$ cat src/rtl/gba_timer_array_if.sv
// Register bus between the IO register fabric and the timer array.
// The master drives strobes, address and write data; the timer array
// returns registered read data with a one-cycle valid.
interface gba_timer_array_if #(
  parameter int CNT_W = 16,
  parameter int ADR_W = 4
);
  logic             reg_wr;
  logic             reg_rd;
  logic [ADR_W-1:0] reg_adr;
  logic [CNT_W-1:0] reg_din;
  logic [CNT_W-1:0] reg_dout;
  logic             reg_rvalid;

  modport master (
    output reg_wr,
    output reg_rd,
    output reg_adr,
    output reg_din,
    input  reg_dout,
    input  reg_rvalid
  );

  modport slave (
    input  reg_wr,
    input  reg_rd,
    input  reg_adr,
    input  reg_din,
    output reg_dout,
    output reg_rvalid
  );
endinterface

$ cat src/rtl/gba_timer_array.sv
// N-channel cascaded timer unit.
// Each channel: up-counter with reload, 1/64/256/1024 prescaler, count-up
// chaining from the previous channel's tick, IRQ pulse and one-shot mode.
// Register map: 2*ch = COUNT (read) / RELOAD (write), 2*ch+1 = CTRL.
// CTRL: [1:0] prescale, [2] count_up, [3] one_shot, [6] irq_en, [7] start.
module gba_timer_array #(
  parameter int NUM_CH = 4,
  parameter int CNT_W  = 16,
  parameter int ADR_W  = 4
) (
  input  logic              clk,
  input  logic              reset,
  input  logic              gb_on,
  gba_timer_array_if.slave  bus,
  output logic [NUM_CH-1:0] tick,
  output logic [NUM_CH-1:0] irq
);

  // CTRL bit positions and the mask of implemented bits (others read 0).
  localparam int         B_CUP   = 2;
  localparam int         B_OS    = 3;
  localparam int         B_IE    = 6;
  localparam int         B_START = 7;
  localparam logic [7:0] CTRL_MASK = 8'hCF;

  // Per-channel architectural state.
  logic [CNT_W-1:0] count_q  [NUM_CH];
  logic [CNT_W-1:0] reload_q [NUM_CH];
  logic [7:0]       ctrl_q   [NUM_CH];
  logic [9:0]       presc_q  [NUM_CH];

  // Registered outputs (one cycle after the event that caused them).
  logic [NUM_CH-1:0] tick_p1;
  logic [NUM_CH-1:0] irq_p1;
  logic [CNT_W-1:0]  rd_data_p1;
  logic              rd_vld_p1;

  // Decoded per-channel strobes and events for the current cycle.
  logic [NUM_CH-1:0] wr_reload;
  logic [NUM_CH-1:0] wr_ctrl;
  logic [NUM_CH-1:0] start_rise;
  logic [NUM_CH-1:0] run;
  logic [NUM_CH-1:0] inc_evt;
  logic [NUM_CH-1:0] ovf;
  logic [NUM_CH:0]   chain_in;
  logic [CNT_W-1:0]  rd_data;

  // Prescaler event: low k bits of the free-running prescaler all ones,
  // k = 0/6/8/10 for divide 1/64/256/1024 (k=0 fires every cycle).
  function automatic logic presc_hit(input logic [9:0] p, input logic [1:0] sel);
    logic hit;
    case (sel)
      2'd0:    hit = 1'b1;
      2'd1:    hit = &p[5:0];
      2'd2:    hit = &p[7:0];
      default: hit = &p[9:0];
    endcase
    return hit;
  endfunction

  // Next counter value on an increment: wrap to reload on overflow.
  function automatic logic [CNT_W-1:0] count_next(input logic [CNT_W-1:0] c,
                                                  input logic [CNT_W-1:0] rl);
    return (&c) ? rl : c + 1'b1;
  endfunction

  // Register address decode and per-channel increment/overflow detection.
  always_comb begin
    wr_reload  = '0;
    wr_ctrl    = '0;
    start_rise = '0;
    run        = '0;
    inc_evt    = '0;
    ovf        = '0;
    // chain_in[ch] is the registered tick of channel ch-1 (0 for channel 0).
    chain_in   = {tick_p1, 1'b0};
    for (int ch = 0; ch < NUM_CH; ch++) begin
      wr_reload[ch]  = bus.reg_wr && (bus.reg_adr == ADR_W'(2 * ch));
      wr_ctrl[ch]    = bus.reg_wr && (bus.reg_adr == ADR_W'(2 * ch + 1));
      start_rise[ch] = wr_ctrl[ch] && bus.reg_din[B_START] && !ctrl_q[ch][B_START];
      run[ch]        = ctrl_q[ch][B_START] && gb_on;
      if ((ch != 0) && ctrl_q[ch][B_CUP]) begin
        inc_evt[ch] = run[ch] && chain_in[ch];
      end else begin
        inc_evt[ch] = run[ch] && presc_hit(presc_q[ch], ctrl_q[ch][1:0]);
      end
      ovf[ch] = inc_evt[ch] && (&count_q[ch]);
    end
  end

  // Read mux: live COUNT on even addresses, CTRL on odd, 0 when unmapped.
  always_comb begin
    rd_data = '0;
    for (int ch = 0; ch < NUM_CH; ch++) begin
      if (bus.reg_adr == ADR_W'(2 * ch)) begin
        rd_data = count_q[ch];
      end
      if (bus.reg_adr == ADR_W'(2 * ch + 1)) begin
        rd_data = CNT_W'(ctrl_q[ch]);
      end
    end
  end

  // Channel state: prescalers, counters, reload and control registers.
  // Later assignments deliberately override earlier ones: a CTRL write
  // beats one-shot start clearing, and a start load beats an increment.
  always_ff @(posedge clk) begin
    if (reset) begin
      for (int ch = 0; ch < NUM_CH; ch++) begin
        count_q[ch]  <= '0;
        reload_q[ch] <= '0;
        ctrl_q[ch]   <= '0;
        presc_q[ch]  <= '0;
      end
    end else begin
      for (int ch = 0; ch < NUM_CH; ch++) begin
        if (run[ch]) begin
          presc_q[ch] <= presc_q[ch] + 10'd1;
        end
        if (inc_evt[ch]) begin
          count_q[ch] <= count_next(count_q[ch], reload_q[ch]);
        end
        if (ovf[ch] && ctrl_q[ch][B_OS]) begin
          ctrl_q[ch][B_START] <= 1'b0;
        end
        if (wr_ctrl[ch]) begin
          ctrl_q[ch] <= bus.reg_din[7:0] & CTRL_MASK;
        end
        if (start_rise[ch]) begin
          count_q[ch] <= reload_q[ch];
          presc_q[ch] <= '0;
        end
        // Overflow above already sampled the old reload value.
        if (wr_reload[ch]) begin
          reload_q[ch] <= bus.reg_din;
        end
      end
    end
  end

  // ---- stage p1: registered tick/irq pulses ----
  // Overflow implies gb_on, so pulses are naturally suppressed while frozen.
  always_ff @(posedge clk) begin
    if (reset) begin
      tick_p1 <= '0;
      irq_p1  <= '0;
    end else begin
      for (int ch = 0; ch < NUM_CH; ch++) begin
        tick_p1[ch] <= ovf[ch];
        irq_p1[ch]  <= ovf[ch] && ctrl_q[ch][B_IE];
      end
    end
  end

  // ---- stage p1: registered read data and valid ----
  always_ff @(posedge clk) begin
    if (reset) begin
      rd_data_p1 <= '0;
      rd_vld_p1  <= 1'b0;
    end else begin
      rd_vld_p1  <= bus.reg_rd;
      rd_data_p1 <= bus.reg_rd ? rd_data : '0;
    end
  end

  assign tick           = tick_p1;
  assign irq            = irq_p1;
  assign bus.reg_dout   = rd_data_p1;
  assign bus.reg_rvalid = rd_vld_p1;

endmodule

$ cat src/flat_wrapper.sv
// flat-port wrapper written by rule: the top's interface ports become plain ports
module gba_timer_array_flat 
#(
  parameter int NUM_CH = 4,
  parameter int CNT_W  = 16,
  parameter int ADR_W  = 4
)
  (clk, reset, gb_on, tick, irq, bus_reg_wr, bus_reg_rd, bus_reg_adr, bus_reg_din, bus_reg_dout, bus_reg_rvalid);
  gba_timer_array_if #(.CNT_W(CNT_W), .ADR_W(ADR_W)) bus_i ();
  input  logic clk;
  input  logic reset;
  input  logic gb_on;
  output logic [NUM_CH-1:0] tick;
  output logic [NUM_CH-1:0] irq;
  input wire logic [$bits(bus_i.reg_wr)-1:0] bus_reg_wr;
  input wire logic [$bits(bus_i.reg_rd)-1:0] bus_reg_rd;
  input wire logic [$bits(bus_i.reg_adr)-1:0] bus_reg_adr;
  input wire logic [$bits(bus_i.reg_din)-1:0] bus_reg_din;
  output wire logic [$bits(bus_i.reg_dout)-1:0] bus_reg_dout;
  output wire logic [$bits(bus_i.reg_rvalid)-1:0] bus_reg_rvalid;
  assign bus_i.reg_wr = bus_reg_wr;
  assign bus_i.reg_rd = bus_reg_rd;
  assign bus_i.reg_adr = bus_reg_adr;
  assign bus_i.reg_din = bus_reg_din;
  assign bus_reg_dout = bus_i.reg_dout;
  assign bus_reg_rvalid = bus_i.reg_rvalid;
  gba_timer_array #(.NUM_CH(NUM_CH), .CNT_W(CNT_W), .ADR_W(ADR_W)) u_core (.clk(clk), .reset(reset), .gb_on(gb_on), .bus(bus_i), .tick(tick), .irq(irq));
endmodule
$ cat config.mk
export PLATFORM = sky130hd
export DESIGN_NAME = gba_timer_array_flat
export DESIGN_NICKNAME = d
export VERILOG_FILES = /design/src/rtl/gba_timer_array_if.sv /design/src/rtl/gba_timer_array.sv /design/src/flat_wrapper.sv
export SDC_FILE = /design/constraint.sdc
export NUM_CORES = 1
export LEC_CHECK = 0
export BUFFER_PORTS_ARGS = -buffer_cell sky130_fd_sc_hd__buf_2
export CELL_PAD_IN_SITES_DETAIL_PLACEMENT = 2
export CELL_PAD_IN_SITES_GLOBAL_PLACEMENT = 2
export CORE_MARGIN = 1.5
export CORE_UTILIZATION = 43
export CTS_CLUSTER_DIAMETER = 100
export DETAILED_ROUTE_END_ITERATION = 6
export HOLD_SLACK_MARGIN = 0.02
export PLACE_DENSITY = 0.76
export SLEW_MARGIN = 40
export SYNTH_ARGS = -nofsm -noshare
export SYNTH_HDL_FRONTEND = slang
export SYNTH_SLANG_ARGS = --single-unit
$ cat constraint.sdc
create_clock -name clk -period 3.2 [get_ports clk]
set_clock_uncertainty 0.05 [all_clocks]
set_input_delay 0.64 -clock clk [delete_from_list [all_inputs] [get_ports clk]]
set_output_delay 0.64 -clock clk [all_outputs]
set_load 0.02 [all_outputs]
## Word level (Yosys, flattened, before mapping)

Memory sizes are Yosys's and may differ from the RTL's.
Cells that the tools add are included.

- Add/subtract/negate cells: 8
- Eq/ne operators: 15
- Multiplexer cells: 128
- Bitwise logic cells: 33
- Reduce and logical (&&, ||, !) cells: 66

Operators by type and width:

| kind | number |
|---|---|
| 16-bit two-way mux | 23 |
| 1-bit two-way mux | 88 |
| 10-bit two-way mux | 8 |
| 16-bit by 1-bit adder with 16-bit output, second input constant | 4 |
| 16-bit AND reduction | 4 |
| 10-bit by 1-bit adder with 10-bit output, second input constant | 4 |
| 10-bit AND reduction | 4 |
| 1-bit logical AND | 39 |
| 1-bit bitwise OR | 32 |
| 8-bit AND reduction | 4 |
| 6-bit AND reduction | 4 |
| 5-bit two-way mux | 4 |
| 4-bit by 3-bit equality test with 1-bit output, second input constant | 4 |
| 1-bit case mux with 3 select lines | 4 |
| 2-bit by 1-bit equality test with 1-bit output, second input constant | 4 |
| 2-bit equality test, second input constant | 4 |
| 4-bit by 2-bit equality test with 1-bit output, second input constant | 2 |
| 2-bit logical NOT | 4 |
| 8-bit two-way mux | 1 |
| 4-bit by 1-bit equality test with 1-bit output, second input constant | 1 |
| 1-bit logical NOT | 4 |
| 4-bit logical NOT | 1 |
| 3-bit OR reduction | 1 |
| 2-bit OR reduction | 1 |
| 1-bit NOT | 1 |

- Bits in registers: 25
- RAM bits: 192
- Logic and storage cells: 259
- Memories kept: 4

Memories:

| memory | depth | bits a word | read ports | clocked after memory_dff | write ports | line | source |
|---|---|---|---|---|---|---|---|
| u_core.count_q | 4 | 16 | 4 | 0 | 4 | gba_timer_array.sv:27 | `logic [CNT_W-1:0] count_q [NUM_CH];` |
| u_core.reload_q | 4 | 16 | 4 | 0 | 4 | gba_timer_array.sv:28 | `logic [CNT_W-1:0] reload_q [NUM_CH];` |
| u_core.presc_q | 4 | 10 | 4 | 0 | 4 | gba_timer_array.sv:30 | `logic [9:0] presc_q [NUM_CH];` |
| u_core.ctrl_q | 4 | 6 | 4 | 0 | 4 | gba_timer_array.sv:29 | `logic [7:0] ctrl_q [NUM_CH];` |

## Longest topological paths before layout

Gate-level depths: netlist of the first run.
An unclocked memory read counts as a cell.

- Depth in word-level cells: 13
- Gate-level depth with buffers: 7
- Gate-level depth less buffers: 6

## Worst setup path after synthesis of the first run

OpenSTA, ideal clock, no wires.

- Kind: input port to flip-flop
- Start point: in bus_reg_adr[1]
- End point: mem u_core.count_q[2][0], in the netlist u_core.count_q[0][32], enable pin
- Data arrival time: 2009 ps
- Data required time: 2778 ps
- Setup slack: 769 ps
- Cell stages on the path: 6
- Cell sequence: buf_2 -> nand2b_1 -> nor3_2 -> nand3b_1 -> and2_1 -> nand2_1

RTL lines:

| item | line | source |
|---|---|---|
| start: declaration | flat_wrapper.sv:17 | `input wire logic [$bits(bus_i.reg_adr)-1:0] bus_reg_adr;` |
| end: declaration | gba_timer_array.sv:27 |  |

==> summary.md, run 1 <==
| Metric | Value |
|---|---|
| Run status | `finished, final reports clean` |
| DR WL/cell | `25.07 um` |
| Mapped cell area | `10770 um2` |
| Final Hold Viols | `0` |
| Cell internal pwr | `0.005194 W` |
| Drt first pass iters | `5` |
| DRC violations left | `0` |
| CTS tree | `done` |
| Post-route minimum period | `2.697 ns` |
| Synth-to-Final Area Change | `15.30%` |
| Library cells used by synthesis | `62` |
| VDD IR max | `454.0 uV` |
| PD cells | `550.4 nW/um2` |
| Post-DRT Antenna Nets | `0` |
| GRT met1 Usage | `0.3406` |
| Prevailing post-synth register cell | `edfxtp_1` |
| CP top delay family | `compound AO/OA/AOI/OAI gates` |
| Max Slew Vio Count | `0` |
| Max Fclk | `0.3708 GHz` |
| Critical path data required time | `3.55 ns` |
| Largest net degree at the start of global routing | `26` |
| Max H-tree Level | `1` |
| CP max-delay cell | `o21ai_2` |
| Worst Hold Class | `primary input to register` |
| Clock group share of total power | `0.448` |
| Die area | `26010 um2` |
| Setup_tns | `0 ns` |
| Synthesis warning total | `0` |
| Global-route wire length before repair | `50.90 mm` |
| Setup crit start | `u_core.count_q[0][0]` |
| Max Fanout on Critical Path | `15` |
| Sequential share of power | `0.494` |
| Avg Inst Size Synth | `11.98 um2` |
| Fill cells | `2378` |
| Global routing's busiest layer | `met2` |
| Share of cells above drive strength 1 | `0.1685` |
| Final setup fails | `0` |
| Setup crit start kind | `register` |
| Nets | `1011` |
| Insertion delay to the later sink of the worst-skew pair | `0.55 ns` |
| Vias in the first global route | `8399` |
| Crit-path max cell delay | `0.60 ns` |
| Register area share after synthesis | `0.5818` |
| Data arrival time of the critical path | `3.05 ns` |
| Slew margin rel. | `0.5111` |
| Worst Tran Pin Value | `0.7307 ns` |
| Leakage | `4.394 nW` |
| Total CTS buffers | `25` |
| Clock buffer depth | `3` |
| Post-synth EDFFs | `192` |
| Initial antenna violation count | `1` |
| Gr usage total | `0.2600` |
| Worst hold slack | `0.3553 ns` |
| Post-synth net total | `932` |
| Core outline area | `24460 um2` |
| Critical path cell sequence | `ha_1 > and4_1 > nand4_2 > or2_1 > o21ai_2 > a22o_1` |
| Port Buffers | `49` |
| Crit Path Class | `register to register` |
| Combinational share of power | `0.058` |
| CTS sink count | `217` |
| Total Wirelength | `33.14 mm` |
| Sw Ratio | `0.2401` |
| # resized after CTS | `0` |
| Synth async-reset ratio | `0` |
| Final HPWL DP | `23.85 mm` |
| Worst Path Buf+Inv | `0` |
| CTS Root Buffer Type | `clkbuf_16` |
| Met3 Use GR | `0.02465` |
| RSZ-0062 raised after global routing | `no` |
| Via count | `7629` |
| # hold bufs at CTS | `0` |
| Mapped Cells | `899` |
| Die W | `161.3 um` |
| Sw Pwr | `0.001641 W` |
| I/O pin total | `50` |
| Post-route clock period utilization | `0.8429` |
| Placer congestion estimate | `0.8834` |
| Row count | `57` |
| Initial Util | `0.4403` |
| Clock transition at path regs | `0.06 ns` |
| RR Startpoint | `u_core.count_q[0][0]` |
| Hold_sp | `bus_reg_rd` |
| GRT overflow | `0` |
| GR Layer Usage met2 | `0.4592` |
| Die H | `161.3 um` |
| Via/cell ratio | `5.771` |
| Starting DRT DRC Count | `515` |
| Max cap viols | `0` |
| Post-CTS setup buffers | `0` |
| Yosys reg bits | `217` |
| Worst setup EP type | `register` |
[registers in the layout, indices dropped and copies added, names as in the netlist]
signal	cells
u_core.bus.reg_dout	16
u_core.bus.reg_rvalid	1
u_core.count_q	64
u_core.ctrl_q	24
u_core.irq	4
u_core.presc_q	40
u_core.reload_q	64
u_core.tick	4
[area by class of cell]
| cell class | count | area, um2 | area share |
|---|---|---|---|
| diodes | 1 | 2.502 | 0.0002015 |
| well taps | 324 | 405.4 | 0.03264 |
| inverters | 19 | 71.32 | 0.005743 |
| multi-input cells | 633 | 4283 | 0.3449 |
| clock inverters | 11 | 128.9 | 0.01038 |
| flip-flops and latches | 217 | 6266 | 0.5046 |
| repair buffers | 82 | 505.5 | 0.04071 |
| clock buffers | 35 | 755.7 | 0.06086 |
[per-stage QoR]
stage	setup slack, ns	instances	cell area (um2)	total power [W]	util
2_1_floorplan	0.7693	899	10770	0.003609	-
3_3_place_gp	0.3846	1275	11530	0.003791	0.4714
3_5_place_dp	0.2778	1275	11530	0.003829	0.4714
4_1_cts	0.4962	1321	12420	0.006891	0.5075
5_1_grt	0.3986	1321	12420	0.007021	0.5075
6_report	0.5028	1322	12420	0.006835	0.5076
[cell families (layout without fill, tap and decap cells)]
family | count (synthesis) | in the layout | synth area share
buffers and inverters | 49 | 147 | 0.02114
flip-flops | 217 | 217 | 0.5818
AND/OR/NAND/NOR | 372 | 372 | 0.1887
adder cells (fa/ha/maj) | 8 | 8 | 0.009294
multiplexers | 14 | 14 | 0.01940
XOR/XNOR | 79 | 79 | 0.06424
AO/OA/AOI/OAI | 160 | 160 | 0.1155
other | 0 | 1 | 0
[Yosys cell counts (13+ instances only)]
library cell,n,share of area
a21oi_1,20,0.0093
a22o_1,14,0.011
a22oi_1,21,0.015
and2_1,95,0.055
and3_1,19,0.011
clkbuf_1,14,0.0049
dfxtp_1,25,0.046
edfxtp_1,192,0.54
inv_1,19,0.0066
nand2_1,62,0.022
nand3_1,43,0.020
nand4_1,16,0.0093
nor2_1,76,0.026
nor3_1,13,0.0060
o21ai_0,28,0.013
o2bb2ai_1,32,0.026
xnor2_1,41,0.033
xor2_1,38,0.031
[power by group through the flow]
stage | Clock (W) | Sequential (W) | Combinational [W]
after detailed placement | 0 | 0.00343 | 0.000395
after CTS | 0.00311 | 0.00338 | 0.000401
final | 0.00306 | 0.00338 | 0.000398
after global routing | 0.00320 | 0.00339 | 0.000430
after global placement | 0 | 0.00342 | 0.000373
after floorplan | 0 | 0.00338 | 0.000229
[placed cells by master (no fill, tap or decap), drive strengths merged, types with 3 or more instances in the layout]
cell / n
a211oi: 15
nand4: 18
a22o: 14
nor2b: 4
mux4: 5
clkinv: 5
o31ai: 3
clkbuf: 35
o22ai: 4
a22oi: 21
nand2b: 5
dfxtp: 25
buf: 82
a21oi: 20
or3: 7
o21ai: 30
mux2: 5
and3: 19
nand2: 62
edfxtp: 192
o2bb2ai: 32
nand3: 43
nor3: 17
nand3b: 5
mux2i: 4
xnor2: 41
a21o: 4
and2: 95
and4: 5
nor2: 76
or2: 4
inv: 21
xor2: 38
o21bai: 3
nor4: 8
ha: 8
[path summary, 6_finish.rpt]
path,depth (start not counted),slack (ns),end
min reg2reg,1,0.45,u_core.irq[3]
min,3,0.36,u_core.bus.reg_rvalid
max reg2reg,6,0.50,u_core.count_q[0][9]
max,6,0.50,u_core.count_q[0][9]
[worst reg2reg max path: cells and delay by family, from the launching register on]
family / cells / cell delay [ns]
compound gates: 2 / 0.89
simple gates: 3 / 0.88
flops: 1 / 0.47
fa+ha+maj: 1 / 0.28
[routing by layer]
| layer | routed length (um) | share of wire |
|---|---|---|
| met1 | 14560 | 0.44 |
| met2 | 16530 | 0.50 |
| met3 | 1197 | 0.036 |
| met4 | 853 | 0.026 |
| met5 | 0 | 0 |
Power figures use the tool's default switching activity.
==> run 2: changes to the inputs <==
clock period = 2.8 ns   (was 3.2 ns; I/O delays follow)
==> run 2 against run 1 <==
  * Clock power grew 8.2%
  * Combinational power is 17% higher
  * Worst hold slack got worse by 0.062 ns
  * Count of clock-buffer cells in the layout is the same
  * Critical path depth did not move
  * Final cell count grew 0.30%
  * Sequential cell count did not move
  * Sequential share of layout area grew 0.13 points
  * Non-clock buffer count up 6
  * Die area did not move
  * Register-to-register slack worse by 0.24 ns
  * Critical endpoint is now u_core.count_q[0][13]
  * Largest power group unchanged
==> summary.md, run 2 (synthesized netlist as in run 1, its figures left out) <==
| Metric | Value |
|---|---|
| Run status | `finished, final reports clean` |
| Worst Hold Class | `primary input to register` |
| Final core occ | `0.5063` |
| Leading cell types in the layout, fill and taps excluded | `edfxtp_1 (192), and2_1 (95), nor2_1 (75)` |
| CP top delay family | `simple AND/OR/NAND/NOR gates` |
| Slew margin rel. | `0.5111` |
| Global-route wire length before repair | `52.01 mm` |
| Nets | `1017` |
| Critical path data required time | `3.14 ns` |
| ANT cells | `0` |
| Final Hold Viols | `0` |
| Crit-path max cell delay | `0.47 ns` |
| Synth-to-Final Area Change | `15.00%` |
| Setup_tns | `0 ns` |
| Total CTS buffers | `25` |
| Initial Util | `0.4403` |
| CTS tree | `done` |
| I/O pin total | `50` |
| Tot Pwr | `0.007628 W` |
| Leakage | `4.374 nW` |
| Clock transition at path regs | `0.07 ns` |
| Fill cells | `2397` |
| Post-DRT Antenna Nets | `0` |
| Drt first pass iters | `5` |
| Dpl cell area | `11560 um2` |
| Gr usage total | `0.2631` |
| VDD IR max | `416.4 uV` |
| Max Slew Vio Count | `0` |
| Post-route minimum period | `2.538 ns` |
| Data arrival time of the critical path | `2.88 ns` |
| Initial antenna violation count | `1` |
| Port Buffers | `49` |
| Max Fanout on Critical Path | `15` |
| Die W | `161.3 um` |
| Worst Tran Pin Value | `0.7278 ns` |
| Max cap viols | `0` |
| Max Fclk | `0.3940 GHz` |
| Worst hold slack | `0.2934 ns` |
| Max H-tree Level | `1` |
| DRC violations left | `0` |
| Die area | `26010 um2` |
| Final HPWL DP | `23.84 mm` |
| Starting DRT DRC Count | `431` |
| Critical path cell sequence | `ha_1 > and4_1 > nand4_2 > or2_1 > o21ai_4 > a22o_1` |
| Commonest non-fill, non-tap cell in the layout | `edfxtp_1` |
| Clock buffer depth | `3` |
| GRT overflow | `0` |
| Placer congestion estimate | `0.8796` |
| Row count | `57` |
| RSZ-0062 raised after global routing | `no` |
| Worst setup EP type | `register` |
| Worst Path Buf+Inv | `0` |
| Share of cells above drive strength 1 | `0.1677` |
| Total Wirelength | `33.27 mm` |
| Via count | `7690` |
| Final setup fails | `0` |
| PD cells | `615.9 nW/um2` |
| Biggest regs | `u_core.count_q (64), u_core.reload_q (64), u_core.presc_q (40)` |
| Die H | `161.3 um` |
| Core outline area | `24460 um2` |
| # hold bufs at CTS | `0` |
| Post-route clock period utilization | `0.9064` |
| Setup crit start kind | `register` |
| Vias in the first global route | `8612` |
| CTS Root Buffer Type | `clkbuf_16` |
| Crit Path Class | `register to register` |
| Via/cell ratio | `5.799` |
| Post-route cell area | `12390 um2` |
| DR WL/cell | `25.09 um` |
| Largest net degree at the start of global routing | `23` |
| CP max-delay cell | `edfxtp_1` |
| Insertion delay to the later sink of the worst-skew pair | `0.52 ns` |
| CTS sink count | `217` |
==> run 2: cell types whose count changed in the layout (fill, tap and decap cells not counted), moves of 2 or more <==
cell	previous run	this run
clkbuf_1	3	8
clkbuf_8	5	2
clkbuf_16	27	25
buf_4	32	39
==> run 2: path summary, 6_finish.rpt <==
check / start / to / slack (ns) / cells past startpoint
max: u_core.count_q[0][0] / u_core.count_q[0][13] / 0.26 / 6
min: bus_reg_rd / u_core.bus.reg_rvalid / 0.29 / 3
max reg2reg: u_core.count_q[0][0] / u_core.count_q[0][13] / 0.26 / 6
min reg2reg: u_core.ctrl_q[0][4] / u_core.irq[0] / 0.45 / 1
==> run 2: metrics by stage <==
stage / setup slack, ns / cells
finish: 0.2621 / 1326
global route: 0.1352 / 1326
CTS: 0.1367 / 1326
detailed placement: 0.1296 / 1281
global placement: 0.2063 / 1281
floorplan: 0.4493 / 899
==> run 2: final cells by class <==
type | count | area [um2] | area share
timing repair buffer | 88 | 538.0 | 0.04344
clock inverter | 10 | 128.9 | 0.01041
multi-input combinational | 633 | 4293 | 0.3466
sequential | 217 | 6266 | 0.5059
tap | 324 | 405.4 | 0.03273
clock buffer | 35 | 683.2 | 0.05516
inverter | 19 | 71.32 | 0.005758
==> run 2: power breakdown <==
group	internal, W	switching (W)	leakage, nW
Combinational	0.000158	0.000306	1.85
Sequential	0.00370	0.000158	2.13
Clock	0.00197	0.00133	0.392
==> run 2: repair_timing <==
item | in CTS | in global routing
endpoints found under the setup margin | 0 | 10
resized for setup | 0 | 2
setup buffers | 0 | 0
==> run 2: worst reg2reg max path: stages, from the launching register on <==
cell,delay (ns)
edfxtp_1,0.47
ha_1,0.28
and4_1,0.34
nand4_2,0.23
or2_1,0.35
o21ai_4,0.45
a22o_1,0.25
==> run 2: metal layers <==
layer / GRT usage / part of all wire / wire length (um) / vias up
met5: 0 / 0 / 0 / -
met4: 0.06692 / 0.022 / 718 / 0
met3: 0.02902 / 0.034 / 1129 / 55
met2: 0.4632 / 0.51 / 16800 / 166
met1: 0.3468 / 0.44 / 14620 / 3958
li1: - / - / - / 3511
